[src/rtl/apb_timer_nbit_pkg.sv]
// Shared register map, control/status bit positions and address decode for apb_timer_nbit.
package apb_timer_nbit_pkg;

  localparam logic [4:0] TCNT_OFS = 5'h00;
  localparam logic [4:0] TDR_OFS  = 5'h04;
  localparam logic [4:0] TCMP_OFS = 5'h08;
  localparam logic [4:0] TCR_OFS  = 5'h0C;
  localparam logic [4:0] TSR_OFS  = 5'h10;
  localparam logic [4:0] TIER_OFS = 5'h14;

  localparam int TCR_EN      = 0;
  localparam int TCR_DIR     = 1;
  localparam int TCR_ARLD    = 2;
  localparam int TCR_LOAD    = 3;
  localparam int TCR_CKS_LSB = 4;
  localparam int TCR_CKS_MSB = 6;

  localparam int TSR_OVF = 0;
  localparam int TSR_UDF = 1;
  localparam int TSR_CMF = 2;

  localparam int CKS_W  = TCR_CKS_MSB - TCR_CKS_LSB + 1;
  localparam int FLAG_W = 3;

  typedef enum logic [2:0] {
    SEL_TCNT,
    SEL_TDR,
    SEL_TCMP,
    SEL_TCR,
    SEL_TSR,
    SEL_TIER,
    SEL_NONE
  } reg_sel_e;

  function automatic reg_sel_e addr_to_sel(input logic [4:0] ofs);
    case (ofs)
      TCNT_OFS: return SEL_TCNT;
      TDR_OFS:  return SEL_TDR;
      TCMP_OFS: return SEL_TCMP;
      TCR_OFS:  return SEL_TCR;
      TSR_OFS:  return SEL_TSR;
      TIER_OFS: return SEL_TIER;
      default:  return SEL_NONE;
    endcase
  endfunction

endpackage

[src/rtl/apb_timer_nbit_prescaler.sv]
// Free-running pclk prescaler: counts while enabled, held at zero otherwise.
// o_tick is combinational and fires once every 2^cks enabled cycles.
module apb_timer_nbit_prescaler
  import apb_timer_nbit_pkg::*;
#(
  parameter int PSC_WIDTH = 7
) (
  input  logic             i_clk,
  input  logic             i_rst,
  input  logic             i_en,
  input  logic [CKS_W-1:0] i_cks,
  output logic             o_tick
);

  logic [PSC_WIDTH-1:0] r_psc;
  logic [PSC_WIDTH-1:0] w_mask;

  always_ff @(posedge i_clk or posedge i_rst) begin
    if (i_rst) begin
      r_psc <= '0;
    end else if (!i_en) begin
      r_psc <= '0;
    end else begin
      r_psc <= r_psc + 1'b1;
    end
  end

  // Mask covers the low cks bits; an empty mask (cks=0) ticks every cycle.
  always_comb begin
    w_mask = '0;
    for (int i = 0; i < PSC_WIDTH; i++) begin
      w_mask[i] = (i < int'(i_cks));
    end
    o_tick = i_en && ((r_psc & w_mask) == w_mask);
  end

endmodule

[src/rtl/apb_timer_nbit.sv]
// APB3 timer/counter with prescaler, auto-reload, compare match and maskable irq.
// Zero wait-state slave; register writes commit at the end of the access cycle.
module apb_timer_nbit
  import apb_timer_nbit_pkg::*;
#(
  parameter int DATA_WIDTH = 32,
  parameter int ADDR_WIDTH = 5,
  parameter int CNT_WIDTH  = 16,
  parameter int PSC_WIDTH  = 7
) (
  input  logic                  pclk,
  input  logic                  preset,
  input  logic                  psel,
  input  logic                  penable,
  input  logic                  pwrite,
  input  logic [ADDR_WIDTH-1:0] paddr,
  input  logic [DATA_WIDTH-1:0] pwdata,
  output logic [DATA_WIDTH-1:0] prdata,
  output logic                  pready,
  output logic                  pslverr,
  output logic                  tmr_ovf,
  output logic                  tmr_udf,
  output logic                  irq
);

  logic [CNT_WIDTH-1:0]  r_tcnt;
  logic [CNT_WIDTH-1:0]  r_tdr;
  logic [CNT_WIDTH-1:0]  r_tcmp;
  logic                  r_en;
  logic                  r_dir;
  logic                  r_arld;
  logic [CKS_W-1:0]      r_cks;
  logic [FLAG_W-1:0]     r_tsr;
  logic [FLAG_W-1:0]     r_tier;
  logic                  r_irq;

  logic                  w_access;
  logic                  w_addr_err;
  logic                  w_wr;
  logic                  w_rd;
  reg_sel_e              w_sel;
  logic [CNT_WIDTH-1:0]  w_wdata_cnt;
  logic [CKS_W-1:0]      w_cks_wr;
  logic [CKS_W-1:0]      w_cks_clamped;
  logic                  w_wr_tcnt;
  logic                  w_load;
  logic                  w_tick;
  logic [CNT_WIDTH-1:0]  w_tcnt_nxt;
  logic [FLAG_W-1:0]     w_set;
  logic [FLAG_W-1:0]     w_tsr_clr;
  logic [FLAG_W-1:0]     w_tsr_nxt;
  logic [FLAG_W-1:0]     w_tier_nxt;
  logic [DATA_WIDTH-1:0] w_rd_val;
  logic                  w_unused_wdata;

  assign w_access    = psel & penable;
  assign w_addr_err  = (paddr[1:0] != 2'b00) || (paddr > ADDR_WIDTH'(TIER_OFS));
  assign w_sel       = w_addr_err ? SEL_NONE : addr_to_sel(paddr[4:0]);
  assign w_wr        = w_access & pwrite & ~w_addr_err;
  assign w_rd        = w_access & ~pwrite & ~w_addr_err;
  assign w_wdata_cnt = pwdata[CNT_WIDTH-1:0];
  assign w_unused_wdata = ^pwdata;

  assign w_cks_wr      = pwdata[TCR_CKS_MSB:TCR_CKS_LSB];
  assign w_cks_clamped = (int'(w_cks_wr) > PSC_WIDTH) ? CKS_W'(PSC_WIDTH) : w_cks_wr;

  assign w_wr_tcnt = w_wr && (w_sel == SEL_TCNT);
  assign w_load    = w_wr && (w_sel == SEL_TCR) && pwdata[TCR_LOAD];

  apb_timer_nbit_prescaler #(
    .PSC_WIDTH (PSC_WIDTH)
  ) u_prescaler (
    .i_clk  (pclk),
    .i_rst  (preset),
    .i_en   (r_en),
    .i_cks  (r_cks),
    .o_tick (w_tick)
  );

  // A software write or load wins outright: the tick's count and flag effects are dropped.
  always_comb begin
    w_tcnt_nxt = r_tcnt;
    w_set      = '0;
    if (w_wr_tcnt) begin
      w_tcnt_nxt = w_wdata_cnt;
    end else if (w_load) begin
      w_tcnt_nxt = r_tdr;
    end else if (w_tick) begin
      if (r_tcnt == r_tcmp) begin
        w_set[TSR_CMF] = 1'b1;
      end
      if (!r_dir) begin
        if (r_tcnt == '1) begin
          w_tcnt_nxt     = r_arld ? r_tdr : '0;
          w_set[TSR_OVF] = 1'b1;
        end else begin
          w_tcnt_nxt = r_tcnt + 1'b1;
        end
      end else begin
        if (r_tcnt == '0) begin
          w_tcnt_nxt     = r_arld ? r_tdr : '1;
          w_set[TSR_UDF] = 1'b1;
        end else begin
          w_tcnt_nxt = r_tcnt - 1'b1;
        end
      end
    end
  end

  assign w_tsr_clr  = (w_wr && (w_sel == SEL_TSR)) ? pwdata[FLAG_W-1:0] : '0;
  assign w_tsr_nxt  = (r_tsr & ~w_tsr_clr) | w_set;
  assign w_tier_nxt = (w_wr && (w_sel == SEL_TIER)) ? pwdata[FLAG_W-1:0] : r_tier;

  always_ff @(posedge pclk or posedge preset) begin
    if (preset) begin
      r_tcnt <= '0;
      r_tdr  <= '0;
      r_tcmp <= '0;
      r_en   <= 1'b0;
      r_dir  <= 1'b0;
      r_arld <= 1'b0;
      r_cks  <= '0;
      r_tsr  <= '0;
      r_tier <= '0;
      r_irq  <= 1'b0;
    end else begin
      r_tcnt <= w_tcnt_nxt;
      r_tsr  <= w_tsr_nxt;
      r_tier <= w_tier_nxt;
      // irq tracks the next TSR/TIER so it lands in the same cycle as the flag.
      r_irq  <= |(w_tsr_nxt & w_tier_nxt);
      if (w_wr && (w_sel == SEL_TDR)) begin
        r_tdr <= w_wdata_cnt;
      end
      if (w_wr && (w_sel == SEL_TCMP)) begin
        r_tcmp <= w_wdata_cnt;
      end
      if (w_wr && (w_sel == SEL_TCR)) begin
        r_en   <= pwdata[TCR_EN];
        r_dir  <= pwdata[TCR_DIR];
        r_arld <= pwdata[TCR_ARLD];
        r_cks  <= w_cks_clamped;
      end
    end
  end

  always_comb begin
    w_rd_val = '0;
    case (w_sel)
      SEL_TCNT: w_rd_val[CNT_WIDTH-1:0] = r_tcnt;
      SEL_TDR:  w_rd_val[CNT_WIDTH-1:0] = r_tdr;
      SEL_TCMP: w_rd_val[CNT_WIDTH-1:0] = r_tcmp;
      SEL_TCR: begin
        w_rd_val[TCR_EN]                  = r_en;
        w_rd_val[TCR_DIR]                 = r_dir;
        w_rd_val[TCR_ARLD]                = r_arld;
        w_rd_val[TCR_CKS_MSB:TCR_CKS_LSB] = r_cks;
      end
      SEL_TSR:  w_rd_val[FLAG_W-1:0] = r_tsr;
      SEL_TIER: w_rd_val[FLAG_W-1:0] = r_tier;
      default:  w_rd_val = '0;
    endcase
  end

  assign prdata  = w_rd ? w_rd_val : '0;
  assign pready  = 1'b1;
  assign pslverr = w_access & w_addr_err;
  assign tmr_ovf = r_tsr[TSR_OVF];
  assign tmr_udf = r_tsr[TSR_UDF];
  assign irq     = r_irq;

endmodule

[config.mk]
export PLATFORM = sky130hd
export DESIGN_NAME = apb_timer_nbit
export DESIGN_NICKNAME = d
export VERILOG_FILES = /design/src/rtl/apb_timer_nbit_pkg.sv /design/src/rtl/apb_timer_nbit_prescaler.sv /design/src/rtl/apb_timer_nbit.sv
export SDC_FILE = /design/constraint.sdc
export NUM_CORES = 1
export LEC_CHECK = 0
export ABC_AREA = 1
export CAP_MARGIN = 15
export CELL_PAD_IN_SITES_DETAIL_PLACEMENT = 1
export CELL_PAD_IN_SITES_GLOBAL_PLACEMENT = 1
export CORE_MARGIN = 3
export CORE_UTILIZATION = 40
export DETAILED_ROUTE_END_ITERATION = 8
export PLACE_DENSITY = 0.85
export SLEW_MARGIN = 20
export SYNTH_ARGS = -nofsm -noshare
export SYNTH_HDL_FRONTEND = slang
export SYNTH_SLANG_ARGS = --single-unit
export TNS_END_PERCENT = 30
[constraint.sdc]
create_clock -name pclk -period 5.3 [get_ports pclk]
set_clock_uncertainty 0.15 [all_clocks]
set_input_delay 1.325 -clock pclk [delete_from_list [all_inputs] [get_ports pclk]]
set_output_delay 1.325 -clock pclk [all_outputs]
set_load 0.05 [all_outputs]
==> summary.txt <==
RUN STATUS
----------------------------------------------------------------------------------------------------
Status                                                                                     completed

LOGIC SYNTHESIS
----------------------------------------------------------------------------------------------------
Cell area after synthesis                                                                  5480 um^2
Synth Instances                                                                                  854
Post-synthesis sequential area ratio                                                           0.310
Predominant post-synthesis flop cell                                                    sky130_fd_sc_hd__dfrtp_1
Portion of synthesized cell area occupied by the leading cell type                             0.310
Synth warnings                                                                                     0
Async S/R FF share, synth                                                                       1.00
Top cells by area, synth                                                                sky130_fd_sc_hd__dfrtp_1 31%, sky130_fd_sc_hd__nand2_1 19%, sky130_fd_sc_hd__inv_1 6.8%
Seq cells post-synth                                                                              68
Synthesized area divided by synthesized cell count                                         6.42 um^2
Number of flops mapped to enable cells by yosys                                                    0
Post-synth cell types                                                                             43
Most area-hungry cell type in the Yosys netlist                                         sky130_fd_sc_hd__dfrtp_1

FLOORPLANNING
----------------------------------------------------------------------------------------------------
Die height                                                                                    123 um
Placement row count                                                                               42
Die footprint                                                                             15200 um^2
Initial core utilization                                                                       0.411
Core region area                                                                          13300 um^2
Horizontal die dimension                                                                      123 um
Number of top-level pins                                                                          79

CLOCK TREE
----------------------------------------------------------------------------------------------------
Total CTS buffers                                                                                  9
Hold buffers post-CTS                                                                              0
CTS H-tree lvls                                                                                    3
CTS tree                                                                                         yes
Clock root buffer master                                                                sky130_fd_sc_hd__clkbuf_16
Clock-pin slew reported for the worst setup and hold paths after clock tree synthesis        0.06 ns
Worst skew pair latency                                                                      0.35 ns
Sinks on the clock net                                                                            68
Largest buffer count on any clock path                                                             2
Buffers inserted during post-CTS setup optimization                                                0
Quantity of gates resized following cts                                                            0

WORST SETUP PATH
----------------------------------------------------------------------------------------------------
Critical-path cell list                                                                 clkdlybuf4s50_1, inv_1, nand2_1, nor2_1, nand2_1, inv_1, nand2_1, nand3_1, nor2_1, a21oi_1, buf_12
Crit path max-delay family                                                              buffers and inverters
Reg2reg end                                                                             r_tcnt[13]$_DFFE_PP0P_
Levels on crit path                                                                               11
Category of the worst setup path launch point                                              input pin
Max stage delay cell, worst path                                                        sky130_fd_sc_hd__clkdlybuf4s50_1
Crit end category                                                                         output pin
Arrival time worst endpoint                                                                  3.45 ns
Cell repeated most along the worst path                                                 sky130_fd_sc_hd__nand2_1
End point of the critical path                                                             prdata[1]
Crit Path Max Fanout                                                                               7
Count of buffer and inverter cells on the critical path                                            4
Max stage delay on crit path                                                                 0.45 ns
Critical path start-end classification                                                  input pin to output pin
R2R Setup Slk                                                                                2.58 ns
Launching instance or port of the critical path                                             paddr[3]
Reg2Reg Launch Point                                                                    r_tcnt[0]$_DFFE_PP0P_
Worst reg2reg path depth                                                                          11
Critical path required time                                                                  3.83 ns

GLOBAL ROUTE
----------------------------------------------------------------------------------------------------
Antenna violations before repair                                                                   0
Wire length of the first global-routing pass                                                31700 um
Number of global-route vias before repair                                                       5730
Pin count of the biggest net entering global routing                                              47
Total global-route track usage                                                                 0.276
GR Overflow Total                                                                                  0

STA
----------------------------------------------------------------------------------------------------
Slew at the pin closest to its max-slew limit                                               0.884 ns
Fin. max-slew vios                                                                                 0
Unrepaired setup endpoints after global routing                                                false
Setup TNS after final layout                                                                    0 ns
Final period demand of the worst path                                                        4.93 ns
Ratio of final minimum period to clock period                                                  0.930
Final Hold Fails                                                                                   0
Max transition margin                                                                          0.410
Least setup slack across all paths after layout                                             0.372 ns
Number of setup violations in the final report                                                     0
Achievable clock frequency                                                                   203 MHz

PLACE
----------------------------------------------------------------------------------------------------
Final GP Congestion                                                                            0.937
Post-placement cell count                                                                       1047
PortBufs                                                                                          45
Placed wire-length estimate                                                                 14600 um
DP Worst Slack                                                                              0.460 ns

CELLS AND AREA
----------------------------------------------------------------------------------------------------
Post-layout net count                                                                            928
Layout cell share with drive strength beyond 1                                                0.0937
Number of standard cells in the layout, taps in and fillers out                                 1062
Area growth from synthesis to final layout                                                     17.0%
Diode insertion count for antenna repair                                                           0

DRT
----------------------------------------------------------------------------------------------------
Starting DRC count in detailed routing                                                           456
Post-DR wirelength/cell                                                                      18.8 um
Vias per cell                                                                                   5.50
DRC violation count after routing                                                                  0
Detailed Route WL                                                                           20000 um
Vias post-DR                                                                                    5836
Count of nets left with antenna violations after detail routing                                    0
First-pass iteration count of the detailed router                                                  5

POWER AND IR DROP
----------------------------------------------------------------------------------------------------
P_leak                                                                                    0.00310 uW
Power per unit of standard cell area                                                     301 nW/um^2
Peak VDD IR                                                                               0.000168 V
Total power draw                                                                             1930 uW

RUN
----------------------------------------------------------------------------------------------------
Count of max-cap constraint violations                                                             0

MIN PATH
----------------------------------------------------------------------------------------------------
Tightest Hold Check Type                                                                register to register

-- state kept, by name, indices dropped and copies added (netlist names) --
name / flops
r_tdr: 16
r_tcmp: 16
r_tier: 3
r_cks: 3
r_arld: 1
r_en: 1
r_dir: 1
r_tcnt: 16
r_tsr: 3
irq: 1
u_prescaler.r_psc: 7
-- Yosys cell counts (4+ instances only) --
cell / count
sky130_fd_sc_hd__o211ai_1: 6
sky130_fd_sc_hd__o221ai_1: 9
sky130_fd_sc_hd__o22ai_1: 6
sky130_fd_sc_hd__buf_2: 9
sky130_fd_sc_hd__nand3_1: 71
sky130_fd_sc_hd__nand2_2: 4
sky130_fd_sc_hd__clkbuf_1: 13
sky130_fd_sc_hd__ha_1: 4
sky130_fd_sc_hd__nor2_1: 85
sky130_fd_sc_hd__a21oi_1: 20
sky130_fd_sc_hd__buf_4: 22
sky130_fd_sc_hd__buf_6: 5
sky130_fd_sc_hd__nor2_4: 7
sky130_fd_sc_hd__o21ai_0: 72
sky130_fd_sc_hd__xor2_1: 5
sky130_fd_sc_hd__nand4_1: 5
sky130_fd_sc_hd__nand2_1: 273
sky130_fd_sc_hd__nor2_2: 10
sky130_fd_sc_hd__o21ai_2: 5
sky130_fd_sc_hd__dfrtp_1: 68
sky130_fd_sc_hd__nor3_1: 6
sky130_fd_sc_hd__inv_1: 99
sky130_fd_sc_hd__o21ai_1: 5
sky130_fd_sc_hd__xnor2_1: 14
sky130_fd_sc_hd__clkinv_1: 4
-- layout by cell type, fill, tap and decap left out, types with 3 or more instances in the layout --
master / netlist / final
sky130_fd_sc_hd__inv_2: 3 / 3
sky130_fd_sc_hd__o211ai_1: 6 / 6
sky130_fd_sc_hd__o22ai_1: 6 / 6
sky130_fd_sc_hd__nor2_2: 10 / 10
sky130_fd_sc_hd__xor2_1: 5 / 5
sky130_fd_sc_hd__nor2_1: 85 / 85
sky130_fd_sc_hd__o221ai_1: 9 / 9
sky130_fd_sc_hd__a21oi_1: 20 / 20
sky130_fd_sc_hd__nand3_1: 71 / 71
sky130_fd_sc_hd__clkdlybuf4s50_1: 0 / 29
sky130_fd_sc_hd__xnor2_1: 14 / 14
sky130_fd_sc_hd__clkinv_1: 4 / 4
sky130_fd_sc_hd__nand2_1: 273 / 272
sky130_fd_sc_hd__nand2_2: 4 / 5
sky130_fd_sc_hd__nand4_1: 5 / 5
sky130_fd_sc_hd__a221oi_1: 3 / 3
sky130_fd_sc_hd__conb_1: 2 / 17
sky130_fd_sc_hd__buf_4: 22 / 9
sky130_fd_sc_hd__nor3_1: 6 / 6
sky130_fd_sc_hd__o21ai_0: 72 / 72
sky130_fd_sc_hd__dfrtp_1: 68 / 68
sky130_fd_sc_hd__ha_1: 4 / 4
sky130_fd_sc_hd__clkbuf_16: 0 / 9
sky130_fd_sc_hd__nor2_4: 7 / 7
sky130_fd_sc_hd__o21ai_2: 5 / 5
sky130_fd_sc_hd__o21ai_1: 5 / 5
sky130_fd_sc_hd__buf_12: 1 / 16
sky130_fd_sc_hd__inv_1: 99 / 98
-- metal layers --
layer  vias to the layer above  GRT usage  part of all wire
met5                         -          0                 0
li1                       2745          -                 -
met1                      2842      0.395              0.45
met3                        36     0.0384             0.070
met2                       213      0.425              0.46
met4                         0     0.0990             0.025
-- how the worst min path moves through the flow --
stage	startpoint	cells after the start	slack (ns)	endpoint
4_1_cts	u_prescaler.r_psc[6]$_DFF_PP0_	1	0.33	u_prescaler.r_psc[6]$_DFF_PP0_
3_3_place_gp	u_prescaler.r_psc[6]$_DFF_PP0_	1	0.30	u_prescaler.r_psc[6]$_DFF_PP0_
5_1_grt	u_prescaler.r_psc[6]$_DFF_PP0_	1	0.37	u_prescaler.r_psc[6]$_DFF_PP0_
3_5_place_dp	u_prescaler.r_psc[6]$_DFF_PP0_	1	0.32	u_prescaler.r_psc[6]$_DFF_PP0_
2_1_floorplan	u_prescaler.r_psc[6]$_DFF_PP0_	1	0.28	u_prescaler.r_psc[6]$_DFF_PP0_
6_report	u_prescaler.r_psc[0]$_DFF_PP0_	1	0.34	u_prescaler.r_psc[0]$_DFF_PP0_
-- per-stage QoR --
step / instance area (um^2) / utilization / hold WS (ns)
3_3_place_gp: 6100 / 0.457 / 0.304
3_5_place_dp: 6100 / 0.457 / 0.318
6_report: 6410 / 0.481 / 0.337
5_1_grt: 6410 / 0.481 / 0.369
2_1_floorplan: 5540 / - / 0.283
4_1_cts: 6410 / 0.480 / 0.332
-- where the power goes --
part | internal (uW) | total [uW] | switching (uW)
Sequential | 558 | 680 | 122
Combinational | 195 | 586 | 391
Clock | 410 | 664 | 254
Total | 1160 | 1930 | 767
-- worst register-to-register path, cell delays in order, from the launching register on --
cell	delay, ns
sky130_fd_sc_hd__dfrtp_1	0.48
sky130_fd_sc_hd__inv_1	0.31
sky130_fd_sc_hd__ha_1	0.30
sky130_fd_sc_hd__nand3_1	0.12
sky130_fd_sc_hd__nor2_2	0.31
sky130_fd_sc_hd__nand2_2	0.30
sky130_fd_sc_hd__o21ai_0	0.26
sky130_fd_sc_hd__inv_1	0.06
sky130_fd_sc_hd__o21ai_0	0.08
sky130_fd_sc_hd__nand3_1	0.12
sky130_fd_sc_hd__nand2_1	0.09
sky130_fd_sc_hd__nand2_1	0.05
-- layout make-up --
type,instances,area (um^2)
Clock inverter,6,88.8
Sequential cell,68,1700
Tap cell,176,220
Fill cell,1810,6930
Multi-Input combinational cell,641,3090
Inverter,108,412
Timing Repair Buffer,54,678
Clock buffer,9,225
-- cells by family after synthesis --
group,Yosys count,synth area share
other,2,0.00137
buffers and inverters,160,0.137
XOR/XNOR,19,0.0303
AND/OR/NAND/NOR,469,0.369
adder cells (fa/ha/maj),4,0.00913
AO/OA/AOI/OAI,132,0.142
flip-flops,68,0.310
Note: power is estimated with default switching activity, not from simulation.
